[config.mk]
export PLATFORM = sky130hd
export DESIGN_NAME = fetch_stage
export DESIGN_NICKNAME = d
export VERILOG_FILES = /design/src/rtl/fetch_stage.sv
export SDC_FILE = /design/constraint.sdc
export NUM_CORES = 1
export LEC_CHECK = 0
export BUFFER_PORTS_ARGS = -buffer_cell sky130_fd_sc_hd__buf_2
export CORE_UTILIZATION = 53
export DETAILED_ROUTE_END_ITERATION = 16
export GPL_TIMING_DRIVEN = 0
export HOLD_SLACK_MARGIN = 0.1
export PLACE_DENSITY_LB_ADDON = 0.3
export SLEW_MARGIN = 20
export SYNTH_ARGS = -nofsm -noshare
export SYNTH_HDL_FRONTEND = slang
export SYNTH_SLANG_ARGS = --single-unit
[constraint.sdc]
create_clock -name clk -period 5.96 [get_ports clk]
set_clock_uncertainty 0.2 [all_clocks]
set_input_delay 0.596 -clock clk [delete_from_list [all_inputs] [get_ports clk]]
set_output_delay 0.596 -clock clk [all_outputs]
set_load 0.03 [all_outputs]
[src/rtl/fetch_stage.sv]
// ---------------------------------------------------------------------------
// fetch_stage
//
// Instruction-fetch stage of the pipelined MIPS core. Holds the program
// counter, presents the word index to a combinational instruction memory and
// captures the returned instruction plus PC+4 into the IF/ID register.
// Redirects (branch / jump / jump-register) resolved in ID take priority over
// a hazard stall. A misaligned redirect target parks the stage in HALT until
// reset.
//
// Optional feature macro: FETCH_PERF_CNT_EN
//   When defined, adds o_fetch_cnt / o_stall_cnt performance counters.
//
// Ports:
//   clk, rst_n          clock (rising edge), asynchronous active-low reset
//   i_stall             hold PC and IF/ID
//   i_pc_src            00 seq, 01 branch, 10 jump, 11 jr
//   i_id_pc_plus4       PC+4 of the instruction in ID
//   i_branch_imm        signed branch word offset
//   i_jump_index        26-bit jump target field
//   i_jr_target         rs value for jr
//   o_imem_addr         word index {2'b00, pc[31:2]}
//   i_imem_rd           instruction read at o_imem_addr
//   o_if_id_instr       IF/ID instruction
//   o_if_id_pc_plus4    IF/ID PC+4
//   o_if_id_valid       IF/ID holds a real instruction
//   o_pc                current PC (byte address)
//   o_halted            fetch halted on misaligned target
//   o_fetch_cnt         (FETCH_PERF_CNT_EN) sequential fetch count
//   o_stall_cnt         (FETCH_PERF_CNT_EN) stalled RUN cycle count
// ---------------------------------------------------------------------------
module fetch_stage #(
    parameter logic [31:0] RESET_PC  = 32'h0000_0000,
    parameter logic [31:0] NOP_INSTR = 32'h0000_0000
) (
    input  logic        clk,
    input  logic        rst_n,
    input  logic        i_stall,
    input  logic [1:0]  i_pc_src,
    input  logic [31:0] i_id_pc_plus4,
    input  logic [15:0] i_branch_imm,
    input  logic [25:0] i_jump_index,
    input  logic [31:0] i_jr_target,
    output logic [31:0] o_imem_addr,
    input  logic [31:0] i_imem_rd,
    output logic [31:0] o_if_id_instr,
    output logic [31:0] o_if_id_pc_plus4,
    output logic        o_if_id_valid,
    output logic [31:0] o_pc,
`ifdef FETCH_PERF_CNT_EN
    output logic [31:0] o_fetch_cnt,
    output logic [31:0] o_stall_cnt,
`endif
    output logic        o_halted
);

    typedef enum logic [1:0] {
        BOOT = 2'b00,
        RUN  = 2'b01,
        HALT = 2'b10
    } state_t;

    state_t      state_q, state_d;
    logic [31:0] pc_q, pc_d;
    logic [31:0] instr_q, instr_d;
    logic [31:0] pc4_q, pc4_d;
    logic        valid_q, valid_d;

    logic [31:0] seq_target;
    logic [31:0] redirect_target;
    logic        redirect;

    assign seq_target = pc_q + 32'd4;
    assign redirect   = (i_pc_src != 2'b00);

    always_comb begin
        redirect_target = seq_target;
        case (i_pc_src)
            2'b01:   redirect_target = i_id_pc_plus4 +
                                       {{14{i_branch_imm[15]}}, i_branch_imm, 2'b00};
            2'b10:   redirect_target = {i_id_pc_plus4[31:28], i_jump_index, 2'b00};
            2'b11:   redirect_target = i_jr_target;
            default: redirect_target = seq_target;
        endcase
    end

    // Next-state / IF/ID update
    always_comb begin
        state_d = state_q;
        pc_d    = pc_q;
        instr_d = instr_q;
        pc4_d   = pc4_q;
        valid_d = valid_q;
        case (state_q)
            BOOT: begin
                // One settle cycle after reset; inputs are ignored.
                state_d = RUN;
            end
            RUN: begin
                if (redirect) begin
                    // The fetch in flight is on the wrong path: squash it.
                    instr_d = NOP_INSTR;
                    valid_d = 1'b0;
                    if (redirect_target[1:0] != 2'b00) begin
                        state_d = HALT;
                    end else begin
                        pc_d = redirect_target;
                    end
                end else if (!i_stall) begin
                    pc_d    = seq_target;
                    instr_d = i_imem_rd;
                    pc4_d   = seq_target;
                    valid_d = 1'b1;
                end
            end
            HALT: begin
                instr_d = NOP_INSTR;
                valid_d = 1'b0;
            end
            default: begin
                state_d = BOOT;
            end
        endcase
    end

    always_ff @(posedge clk or negedge rst_n) begin
        if (!rst_n) begin
            state_q <= BOOT;
            pc_q    <= RESET_PC;
            instr_q <= NOP_INSTR;
            pc4_q   <= 32'd0;
            valid_q <= 1'b0;
        end else begin
            state_q <= state_d;
            pc_q    <= pc_d;
            instr_q <= instr_d;
            pc4_q   <= pc4_d;
            valid_q <= valid_d;
        end
    end

`ifdef FETCH_PERF_CNT_EN
    logic [31:0] fetch_cnt_q;
    logic [31:0] stall_cnt_q;
    logic        run_no_redirect;

    assign run_no_redirect = (state_q == RUN) && !redirect;

    always_ff @(posedge clk or negedge rst_n) begin
        if (!rst_n) begin
            fetch_cnt_q <= 32'd0;
            stall_cnt_q <= 32'd0;
        end else begin
            if (run_no_redirect && !i_stall) begin
                fetch_cnt_q <= fetch_cnt_q + 32'd1;
            end
            if (run_no_redirect && i_stall) begin
                stall_cnt_q <= stall_cnt_q + 32'd1;
            end
        end
    end

    assign o_fetch_cnt = fetch_cnt_q;
    assign o_stall_cnt = stall_cnt_q;
`endif

    assign o_imem_addr      = {2'b00, pc_q[31:2]};
    assign o_if_id_instr    = instr_q;
    assign o_if_id_pc_plus4 = pc4_q;
    assign o_if_id_valid    = valid_q;
    assign o_pc             = pc_q;
    assign o_halted         = (state_q == HALT);

endmodule

**After elaboration in Yosys (flattened, before gate mapping)**

Cells that the tools add are included.

- Register bits: 99
- Output and inout bits: 130
- Logic and storage cells: 41

- Add/subtract/negate cells: 2
- Eq/ne operators: 10
- Muxes and demuxes: 13
- Bitwise logic cells: 3
- Reduce and logical (&&, ||, !) cells: 8

Operators by type and width:

| kind | count |
|---|---|
| $mux W32 | 5 |
| $pmux W32 S3 | 1 |
| $pmux W32 S2 | 1 |
| $add A32 B3 Y32 const B | 1 |
| $add A32 B32 Y32 | 1 |
| $reduce_and A3 Y1 | 3 |
| $eq A2 B2 Y1 const B | 3 |
| $ne A2 B2 Y1 const B | 3 |
| $pmux W2 S3 | 1 |
| $reduce_bool A2 Y1 | 3 |
| $eq A2 B1 Y1 const B | 2 |
| $mux W2 | 2 |
| $ne A3 B3 Y1 const B | 1 |
| $not A1 Y1 | 3 |
| $logic_not A2 Y1 | 1 |
| $mux W1 | 2 |
| $ne A2 B1 Y1 const B | 1 |
| $pmux W1 S2 | 1 |
| $reduce_and A2 Y1 | 1 |

**Longest topological paths before layout**

Gate-level depths: netlist of the first run.

- Depth after elaboration: 6
- Gate-level depth with buffers: 9

**Least setup slack after synthesis of the first run**

OpenSTA, ideal clock, no wires.

- Kind: input -> register
- Start point: in i_id_pc_plus4[17]
- End point: reg pc_q[28] (netlist: o_pc[28])
- Library setup time: 0.099 ns
- Arrival time: 2.515 ns
- Required time: 5.661 ns
- Setup slack: 3.146 ns
- Stages on the path: 8
- Path through: ha_1 > buf_2 > a21oi_1 > o21ai_1 > a221o_1 > a31o_2 > a311o_1 > a311oi_1

- Word-level cells in the longest chain between the ends: 4

Ends and longest elaborated chain:

| item | line | text |
|---|---|---|
| start: declaration | 40 | `input logic [31:0] i_id_pc_plus4,` |
| $add A32 B32 Y32 | 79 | `2'b01: redirect_target = i_id_pc_plus4 +` |
| $pmux W32 S3 | 78 | `case (i_pc_src)` |
| $mux W32 | 104 | `if (redirect_target[1:0] != 2'b00) begin` |
| $mux W32 | 100 | `if (redirect) begin` |
| end signal: assignment | 135 | `pc_q <= pc_d;` |
| end: declaration | 64 | `logic [31:0] pc_q, pc_d;` |

No other way between the ends. The select of a mux whose other input is x is not followed.
A chain may end at the register's enable or synchronous reset.

**Final worst setup path of the first run**

- Start point: in i_branch_imm[15]
- End point: reg pc_q[28] (netlist: o_pc[28])

- Word-level cells in the longest chain between the ends: 4

Ends and longest elaborated chain:

| item | line | text |
|---|---|---|
| start: declaration | 41 | `input logic [15:0] i_branch_imm,` |
| $add A32 B32 Y32 | 79 |  |
| $pmux W32 S3 | 78 |  |
| $mux W32 | 104 |  |
| $mux W32 | 100 |  |

No other way between the ends. The select of a mux whose other input is x is not followed.

==> flow_summary_export.csv, run 1 <==
group,metric,value,unit
detailed_routing,wl_per_cell,19.1,um
pwr,p_clk_share,14.3,%
pwr,p_int,2050,uW
yosys,async_flop_share,100,%
yosys,synthCells,838,
clock_tree,ctsLongestPathBuffers,2,
pwr,leakage,0.00446,uW
cells_and_area,finalInstanceArea,0.00935,mm^2
outcome,run_status,"completed",
detailed_routing,dr_total_vias,7983,
clock_tree,numCtsBuffers,9,
timing,postLayoutSetupSlackWorst,2.87,ns
yosys,syn_avg_cell_area,8.88,um^2
yosys,synth-main-ff-cell,"dfrtp_1",
global_route,antenna_found_initial,0,
cells_and_area,synthToLayoutAreaGrowth,25.7,%
clock_tree,clk_latency,0.35,ns
global_route,grt.total_usage,33.8,%
yosys,synth_cell_types,85,
timing,finalCriticalPeriod,3.09,ns
floorplanning,die_area,0.0145,mm^2
global_route,grt_pass1_wl,38000,um
timing,hold_viol_final,0,
cells_and_area,most-common-layout-cells,"272 x buf_2, 99 x dfrtp_1, 76 x a21oi_1",
timing,rsz0062_at_grt,"no",
placed_design,placed_area,0.00904,mm^2
setup_path,reg2reg_depth,6,
cells_and_area,nets,1294,
flow_run,maxCapViolations,0,
cells_and_area,drive_gt1_share,32.9,%
yosys,ys_seq_area_share,33.3,%
detailed_routing,routed_wl,24800,um
min_path,hold_path_class,"reg2reg",
pwr,ir_drop,0.000194,V
cells_and_area,diodes,0,
pwr,combPwrFrac,56.4,%
detailed_routing,remaining_drc_errors,0,
clock_tree,cts_sinks,99,
timing,min_period_over_period,51.9,%
clock_tree,cts_tree,"done",
yosys,synth_edf_count,0,
cells_and_area,final_util,69.5,%
cells_and_area,fin_cells,1301,
timing,slew_viol_final,0,
detailed_routing,dr.pass1.iters,6,
global_route,overflow,0,
setup_path,cp-end-kind,"flop",
timing,setup_tns,0,ns
detailed_routing,ant_nets,0,
floorplanning,die_x,120,um
min_path,whs_path_depth,1,
global_route,grt_max_degree,60,
placed_design,place_ws,2.57,ns
pwr,power_frac_seq,29.4,%
timing,max_slew_margin,31.1,%
timing,setup_viol,0,
clock_tree,cts-root-buf,"clkbuf_16",
global_route,grt_pass1_vias,7059,
floorplanning,core-area,0.0135,mm^2
clock_tree,clkTransAtPathRegs,0.07,ns
yosys,netlist_area,0.00744,mm^2
detailed_routing,via_per_inst,6.14,
yosys,ys_seq_elements,99,
yosys,ys_warn_count,0,
cells_and_area,layout_commonest_cell,"buf_2",
pwr,swShare,50.9,%
setup_path,worst_setup_path_start_kind,"primary input",
detailed_routing,drt-initial-drc-count,724,
cells_and_area,nFillCells,1094,
clock_tree,htree_levels,3,
placed_design,dp.cells,1284,
placed_design,io_buffer_count,268,
pwr,pwr_density_cell,446,mW/mm^2
floorplanning,num_io_pins,273,
pwr,switchingPower,2120,uW
setup_path,cp.required,6.01,ns
placed_design,gp_congestion,0.940,
timing,clock.fmax,323,MHz
clock_tree,cts_resized,0,
placed_design,dp.final_hpwl,19400,um
timing,worstMarginPinSlew,1.02,ns
floorplanning,die_h,120,um
floorplanning,fp-row-count,42,
setup_path,cp_data_arrival_time,3.14,ns
setup_path,path_max_fanout,15,
floorplanning,initial_utilization,55.3,%
setup_path,criticalPathCategory,"in2reg",
[per-stage QoR]
stage,hold WS [ns],power (uW)
4_1_cts,0.256,4150
5_1_grt,0.275,4370
3_5_place_dp,0.246,3550
3_3_place_gp,0.248,3500
6_report,0.263,4170
2_1_floorplan,0.100,2800
[synthesized netlist by cell type, drive strengths merged (3+ instances only)]
library cell | number | area share [%]
nor2 | 74 | 3.8
xnor2 | 24 | 2.8
and3 | 14 | 1.2
nand3 | 19 | 1.4
mux2 | 14 | 2.2
a22o | 30 | 3.5
a22oi | 3 | 0.30
buf | 44 | 4.3
nand4 | 23 | 2.3
and2 | 3 | 0.25
a211oi | 7 | 0.71
or3 | 5 | 0.42
inv | 15 | 0.76
nor3 | 26 | 1.9
o211a | 5 | 0.67
and4 | 6 | 0.72
a2bb2oi | 4 | 0.47
dfrtp | 99 | 33
mux2i | 21 | 2.8
a32oi | 6 | 0.71
mux4 | 3 | 0.91
nor2b | 5 | 0.42
o211ai | 13 | 1.3
o311ai | 3 | 0.35
o22ai | 14 | 1.2
o21bai | 6 | 0.61
nor3b | 5 | 0.50
xor2 | 14 | 1.6
o21ai | 34 | 2.3
ha | 30 | 5.0
a221oi | 6 | 0.71
o21a | 12 | 1.2
nand2 | 62 | 3.1
a21o | 9 | 0.91
a31oi | 4 | 0.34
clkbuf | 39 | 2.4
a21boi | 5 | 0.50
a21oi | 76 | 5.1
nor4 | 11 | 1.3
[layout make-up]
type	count	area [um^2]	share of cell area, %
clock inverters	6	73.8	0.789
plain buffers	83	494	5.28
multi-input cells	642	4420	47.2
well taps	176	220	2.35
clock buffers	10	229	2.45
repair buffers	270	1390	14.8
inverters	15	56.3	0.602
flip-flops and latches	99	2480	26.5
[worst max-delay path: stages]
cell and delay [ns]:
buf_2 0.27, ha_1 0.29, clkbuf_1 0.21, a21oi_1 0.36, o21ai_0 0.20, a221o_1 0.35
a31o_2 0.26, a311o_1 0.34, a311oi_1 0.26
[worst paths after layout]
check                                        from                          endpoint  slack (ns)
setup / recovery                 i_branch_imm[15]              o_pc[28]$_DFFE_PN0P_        2.87
hold / removal             state_q[1]$_DFFE_PN0P_            state_q[0]$_DFFE_PN0P_        0.26
setup reg to reg              o_pc[4]$_DFFE_PN0P_              o_pc[27]$_DFFE_PN0P_        3.04
hold reg to reg            state_q[1]$_DFFE_PN0P_            state_q[0]$_DFFE_PN0P_        0.26
max in group asynchronous                   rst_n  o_if_id_pc_plus4[25]$_DFFE_PN0P_        4.44
min in group asynchronous                   rst_n   o_if_id_pc_plus4[1]$_DFFE_PN0P_        0.52
[power groups by stage]
stage | Sequential (uW) | Combinational [uW] | Clock [uW]
2_1_floorplan | 1630 | 1170 | 0
3_3_place_gp | 1210 | 2290 | 0
3_5_place_dp | 1220 | 2320 | 0
4_1_cts | 1210 | 2340 | 598
5_1_grt | 1250 | 2490 | 627
6_report | 1230 | 2350 | 596
[state kept, by name, summed over array words and instances (netlist names)]
name	cells
o_if_id_instr	32
o_if_id_pc_plus4	32
o_pc	32
state_q	2
o_if_id_valid	1
[metal layers]
| metal | routed length (um) | up-vias | share of wire (%) | global-route usage [%] |
|---|---|---|---|---|
| met1 | 10000 | 3739 | 40 | 45.0 |
| li1 | - | 3704 | - | - |
| met2 | 11900 | 470 | 48 | 56.4 |
| met3 | 2180 | 70 | 8.8 | 3.92 |
| met5 | 0 | - | 0 | 0 |
| met4 | 797 | 0 | 3.2 | 12.5 |
[cells by family (layout without fill, tap and decap cells)]
group	Yosys count	in the layout	synth area share (%)
muxes	38	38	5.90
other	1	2	0.0504
adders and majority gates	31	31	5.31
DFF	99	99	33.3
buffers and inverters	98	384	7.40
and+or+nand+nor	261	261	18.1
xor gates and xnor gates	38	38	4.47
AOI/OAI and AO/OA	272	272	25.4
[what timing repair did]
| item | in CTS | in global routing |
|---|---|---|
| endpoints found under the setup margin | 0 | 0 |
| setup buffers | 0 | 0 |
| hold buffers | 1 | 0 |
| endpoints found under the hold margin | 40 | 0 |
Power figures use the tool's default switching activity.
==> inputs of run 2 (changes only) <==
Settings changed: ABC_AREA from default to 1, CORE_UTILIZATION 53 to 51.
Clock period 5.96 ns to 3.09 ns, I/O delays scaled along.
==> run 2 against run 1 <==
Die area increased by 5.9%. Hold slack lost 0.14 ns. Core utilization decreased by 1.3 points. Clock power up 100%. Total power up 94%. Critical path depth rose by 1. Wire length increased by 8.6%. Critical path type is now reg2reg. First-iteration DRC count down 30%. Global-route usage is 0.91 points higher. Flip-flop and latch count did not move.
==> flow_summary_export.csv, run 2 <==
group,metric,value,unit
outcome,run_status,"completed",
detailed_routing,drt-initial-drc-count,507,
detailed_routing,via_per_inst,5.37,
clock_tree,ctsLongestPathBuffers,2,
setup_path,cp_cell_sequence,"nand2_1, nor2_1, nand2_1, nor2_1, nand2_1, xor2_1, nand2_1, nand3_1, nand2_1, nand2_1",
yosys,ys_seq_area_share,32.6,%
placed_design,dp.cells,1566,
yosys,ys_warn_count,0,
setup_path,criticalPathCategory,"reg2reg",
global_route,grt_max_degree,62,
clock_tree,cts-root-buf,"clkbuf_16",
cells_and_area,layout_commonest_cell,"nand2_1",
global_route,grt.total_usage,34.7,%
pwr,combPwrFrac,56.1,%
detailed_routing,remaining_drc_errors,0,
cells_and_area,nets,1606,
clock_tree,cts_tree,"done",
setup_path,worst-path-stages,10,
floorplanning,fp-row-count,44,
timing,setup_viol,0,
clock_tree,cts_sinks,99,
global_route,overflow,0,
yosys,yosys.area.top_type_share,32.6,%
floorplanning,die_x,124,um
placed_design,dp.final_hpwl,20400,um
floorplanning,initial_utilization,52.2,%
floorplanning,die_h,124,um
setup_path,cp.required,3.17,ns
yosys,synth_top_area_cell,"dfrtp_1",
cells_and_area,diodes,0,
global_route,grt_pass1_vias,7892,
yosys,synth-main-ff-cell,"dfrtp_1",
placed_design,placed_area,0.00920,mm^2
timing,clock.fmax,405,MHz
detailed_routing,dr.pass1.iters,5,
yosys,synth.area.mux_share,0,%
yosys,synth_xor_area_share,1.96,%
setup_path,slowest_delay,0.53,ns
yosys,yosys-top-cells-count,"370 x nand2_1, 131 x inv_1, 99 x dfrtp_1, 77 x nand3_1, 75 x nor2_1",
cells_and_area,nFillCells,1264,
pwr,ir_drop,0.000541,V
detailed_routing,routed_wl,27000,um
setup_path,path_buf_inv,0,
pwr,switchingPower,4100,uW
timing,worstMarginPinSlew,0.670,ns
cells_and_area,regArea,0.00248,mm^2
pwr,p_int,3980,uW
clock_tree,htree_levels,3,
pwr,swShare,50.8,%
floorplanning,die_area,0.0154,mm^2
pwr,pwr_density_cell,816,mW/mm^2
yosys,synth.area.top_cells,"dfrtp_1 33%, nand2_1 18%, inv_1 6.5%, nand3_1 5.1%, ha_1 4.9%",
cells_and_area,drive_gt1_share,26.6,%
yosys,netlist_area,0.00759,mm^2
yosys,async_flop_share,100,%
timing,setup_tns,0,ns
setup_path,path_max_fanout,7,
placed_design,gp_congestion,1.04,
detailed_routing,dr_total_vias,8708,
floorplanning,core-area,0.0145,mm^2
flow_run,maxCapViolations,0,
yosys,syn_avg_cell_area,6.83,um^2
yosys,ys_seq_elements,99,
yosys,yosys.cell_count.top_type,"nand2_1",
yosys,synth-adder-area-share,5.21,%
floorplanning,num_io_pins,273,
setup_path,cp_data_arrival_time,2.55,ns
setup_path,cp_slowest_cell,"dfrtp_1",
cells_and_area,finalInstanceArea,0.00991,mm^2
min_path,whs_path_depth,5,
yosys,synth_edf_count,0,
clock_tree,clk_latency,0.34,ns
timing,finalCriticalPeriod,2.47,ns
timing,rsz0062_at_grt,"no",
global_route,antenna_found_initial,0,
setup_path,reg2reg_depth,10,
cells_and_area,multi_input_area,0.00414,mm^2
timing,hold_viol_final,0,
timing,min_period_over_period,79.9,%
pwr,leakage,0.00564,uW
setup_path,cp-end-kind,"flop",
timing,slew_viol_final,0,
clock_tree,cts_resized,0,
yosys,synth_cell_types,44,
global_route,grt_pass1_wl,39900,um
yosys,synth_compound_area_share,14.5,%
cells_and_area,fin_cells,1621,
cells_and_area,synthToLayoutAreaGrowth,30.6,%
cells_and_area,most-common-layout-cells,"370 x nand2_1, 283 x buf_2, 131 x inv_1",
min_path,hold_path_class,"in2reg",
pwr,power_frac_seq,28.8,%
timing,max_slew_margin,55.3,%
yosys,yosys.area_share.simple,32.8,%
detailed_routing,wl_per_cell,16.6,um
pwr,total_power,8080,uW
setup_path,worst_setup_path_start_kind,"flop",
yosys,synthCells,1111,
detailed_routing,ant_nets,0,
clock_tree,numCtsBuffers,9,
pwr,p_clk_share,15.1,%
setup_path,cp_top_family,"simple AND/OR/NAND/NOR gates",
placed_design,io_buffer_count,269,
clock_tree,clkTransAtPathRegs,0.07,ns
setup_path,critical_path.most_common_cell,"nand2_1",
yosys,synth_top_family_by_area,"simple AND/OR/NAND/NOR gates",
run 2: cell count changes after synthesis, moves of 21 or more:
cell | previous run | this run
nand3_1 | 17 | 77
inv_1 | 15 | 131
a21oi_1 | 76 | 48
nand2_1 | 62 | 370
mux2i_1 | 21 | 0
clkbuf_1 | 36 | 8
run 2: per-stage QoR:
stage | util [%] | setup WS [ns] | hold WS [ns]
2_1_floorplan | - | 0.970 | -0.187
3_3_place_gp | 63.1 | 0.524 | 0.204
3_5_place_dp | 63.3 | 0.570 | 0.0388
4_1_cts | 68.2 | 0.671 | 0.112
5_1_grt | 68.2 | 0.492 | 0.151
6_report | 68.2 | 0.622 | 0.121
run 2: layer usage:
layer / vias up / wire length, um / GRT usage, %
li1: 4220 / - / -
met1: 4033 / 10500 / 42.5
met2: 399 / 13200 / 61.1
met3: 56 / 2310 / 4.72
met4: 0 / 918 / 14.1
met5: - / 0 / 0
run 2: cell families (layout without fill, tap and decap cells):
logic type,count (synthesis),count (layout)
flip-flops,99,99
other,1,2
buffers and inverters,209,534
adder cells (fa/ha/maj),31,31
AND/OR/NAND/NOR,584,584
XOR/XNOR,17,17
AO/OA/AOI/OAI,170,170
run 2: final cells by class:
cell class / instances / share of cell area, %
clock buffers: 11 / 2.35
well taps: 184 / 2.32
flip-flops and latches: 99 / 25.0
multi-input cells: 804 / 41.8
repair buffers: 309 / 17.9
inverters: 143 / 5.42
clock inverters: 5 / 0.858
plain buffers: 66 / 4.43
run 2: path summary, 6_finish.rpt:
kind	endpoint	slack [ns]	startpoint
max in group asynchronous	o_pc[26]$_DFFE_PN0P_	1.83	rst_n
min	o_pc[7]$_DFFE_PN0P_	0.12	i_jump_index[5]
min reg2reg	state_q[0]$_DFFE_PN0P_	0.24	state_q[1]$_DFFE_PN0P_
min in group asynchronous	o_pc[3]$_DFFE_PN0P_	0.24	rst_n
max reg2reg	o_pc[29]$_DFFE_PN0P_	0.62	o_pc[9]$_DFFE_PN0P_
max	o_pc[29]$_DFFE_PN0P_	0.62	o_pc[9]$_DFFE_PN0P_
run 2: what timing repair did:
action                                 in CTS  in global routing
setup buffers                               0                  0
hold buffers                               39                  0
endpoints found under the hold margin     135                  0
run 2: power by group through the flow:
| stage | logic (uW) | clock network (uW) | registers [uW] |
|---|---|---|---|
| 2_1_floorplan | 2200 | 0 | 3130 |
| 5_1_grt | 4910 | 1280 | 2390 |
| 3_3_place_gp | 4350 | 0 | 2290 |
| 4_1_cts | 4480 | 1220 | 2300 |
| 6_report | 4530 | 1220 | 2320 |
| 3_5_place_dp | 4410 | 0 | 2310 |
run 2: worst min-delay path, cell delays in order:
cell     delay (ns)
buf_2          0.08
nand2_1        0.04
nand3_1        0.08
o22ai_1        0.08
inv_2          0.05
==> inputs of run 3 (changes only) <==
Settings changed: ABC_AREA 1 to 0, CORE_UTILIZATION 51 to 46.
Clock period 3.09 ns to 2.25 ns, I/O delays scaled along.
==> run 3 against run 2 <==
The run now ends with negative setup slack left. Wire length rose by 4.2%. Via count fell by 3.4%. First-iteration DRC count rose by 70%. Setup slack got worse by 0.66 ns. Die area rose by 8.5%. Sequential power rose by 38%. Critical path depth fell by 2. Critical path type unchanged. Cell area rose by 7.6%. Largest power group unchanged. Largest cell class unchanged. Non-clock buffer count rose by 69. Maximum frequency rose by 8.0%.
==> flow_summary_export.csv, run 3 (synthesized netlist as in run 1, its figures left out) <==
group,metric,value,unit
outcome,run_status,"finished, violations left",
outcome,failed_checks,"negative setup slack",
cells_and_area,multi_input_area,0.00482,mm^2
detailed_routing,wl_per_cell,19.6,um
cells_and_area,drive_gt1_share,42.8,%
cells_and_area,regArea,0.00251,mm^2
global_route,antenna_found_initial,0,
cells_and_area,nFillCells,1275,
timing,setup_viol,1,
clock_tree,cts_sinks,99,
global_route,grt_pass1_vias,7420,
floorplanning,num_io_pins,273,
setup_path,cp-end-kind,"flop",
setup_path,cp_data_arrival_time,2.31,ns
global_route,grt_max_degree,61,
setup_path,cp.required,2.28,ns
timing,rsz0062_at_grt,"yes",
detailed_routing,via_per_inst,5.87,
clock_tree,ctsLongestPathBuffers,2,
timing,hold_viol_final,0,
min_path,hold_path_class,"in2reg",
cells_and_area,nets,1386,
cells_and_area,layout_commonest_cell,"buf_2",
placed_design,dp.final_hpwl,20200,um
timing,max_slew_margin,44.0,%
timing,setup_tns,-0.0342,ns
placed_design,gp_congestion,0.939,
detailed_routing,routed_wl,28100,um
detailed_routing,met3_length,2470,um
cells_and_area,most-common-layout-cells,"272 x buf_2, 95 x buf_4, 74 x dfrtp_1",
clock_tree,clk_latency,0.35,ns
timing,worstMarginPinSlew,0.840,ns
floorplanning,die_h,129,um
timing,slew_viol_final,0,
pwr,leakage,0.00504,uW
cells_and_area,synthToLayoutAreaGrowth,43.3,%
floorplanning,die_x,129,um
setup_path,worst_setup_path_start_kind,"flop",
clock_tree,cts-root-buf,"clkbuf_16",
floorplanning,initial_utilization,47.0,%
global_route,overflow,0,
timing,finalCriticalPeriod,2.28,ns
detailed_routing,highest_layer,"met4",
setup_path,path_max_fanout,6,
setup_path,criticalPathCategory,"reg2reg",
cells_and_area,diodes,0,
floorplanning,core-area,0.0158,mm^2
detailed_routing,dr.pass1.iters,7,
floorplanning,die_area,0.0167,mm^2
placed_design,io_buffer_count,268,
placed_design,place_ws,-0.644,ns
setup_path,cp-startpoint,"o_pc[2]$_DFFE_PN0P_",
global_route,grt.total_usage,31.7,%
clock_tree,clkTransAtPathRegs,0.07,ns
setup_path,r2r-start,"o_pc[2]$_DFFE_PN0P_",
detailed_routing,dr_wl_met2,13300,um
floorplanning,fp-row-count,46,
detailed_routing,dr_total_vias,8412,
pwr,ir_drop,0.000538,V
detailed_routing,drt-initial-drc-count,862,
cells_and_area,final_util,67.4,%
timing,postLayoutSetupSlackWorst,-0.0342,ns
timing,clock.fmax,438,MHz
detailed_routing,ant_nets,0,
clock_tree,cts_tree,"done",
clock_tree,numCtsBuffers,9,
global_route,grt_pass1_wl,40600,um
min_path,min_from,"i_jr_target[5]",
pwr,pwr_density_cell,1140,mW/mm^2
detailed_routing,drt-met1-wl,11400,um
flow_run,maxCapViolations,0,
timing,min_period_over_period,102,%
clock_tree,htree_levels,3,
detailed_routing,remaining_drc_errors,0,
==> run 3: metrics by stage <==
| stage | instances | power (uW) | cell area [um^2] | hold slack (ns) |
|---|---|---|---|---|
| CTS | 1399 | 11500 | 10200 | 0.101 |
| detailed placement | 1324 | 9590 | 9260 | -0.0532 |
| global placement | 1323 | 9500 | 9230 | 0.254 |
| floorplan | 839 | 7600 | 7620 | -0.271 |
| finish | 1433 | 12100 | 10700 | 0.112 |
| global route | 1433 | 12700 | 10700 | 0.133 |
==> run 3: repair_timing <==
item                                    CTS  global route
gates cloned                              0             1
pin swaps                                11            21
resized for setup                        32            50
hold buffers                             36             0
hold endpoints to repair                133             0
setup buffers                            26            35
endpoints found under the setup margin   58            37
==> run 3: cell type report <==
type,count,share of cell area [%]
Buffer,79,4.82
Multi-Input combinational cell,643,45.2
Clock inverter,7,0.716
Sequential cell,99,23.5
Timing Repair Buffer,365,20.6
Tap cell,216,2.53
Inverter,15,0.528
Clock buffer,9,2.11
==> run 3: per-layer routing <==
metal,track usage (%),up-vias
met2,53.3,516
met5,0,-
met4,10.7,0
li1,-,3889
met3,4.29,78
met1,41.8,3929
==> run 3: report_power, final <==
group	total [uW]	internal [uW]	switching (uW)
registers	3190	2470	722
clock network	1600	873	731
logic	7320	2680	4640
total	12100	6020	6100
==> run 3: worst max-delay path: stages (launching register included) <==
cell,delay [ns]
dfrtp_2,0.39
buf_4,0.13
nand3_2,0.20
nor3_4,0.28
buf_4,0.18
nand3_1,0.14
o32a_1,0.33
o22ai_1,0.22
nor3_1,0.09
==> run 3: final timing paths <==
check | slack, ns | cells after the start | end
min | 0.11 | 4 | o_pc[5]$_DFFE_PN0P_
min reg2reg | 0.27 | 1 | state_q[0]$_DFFE_PN0P_
max | -0.03 | 8 | o_pc[19]$_DFFE_PN0P_
max reg2reg | -0.03 | 8 | o_pc[19]$_DFFE_PN0P_
min in group asynchronous | 0.13 | 2 | o_if_id_pc_plus4[1]$_DFFE_PN0P_
max in group asynchronous | 1.07 | 3 | o_pc[26]$_DFFE_PN0P_
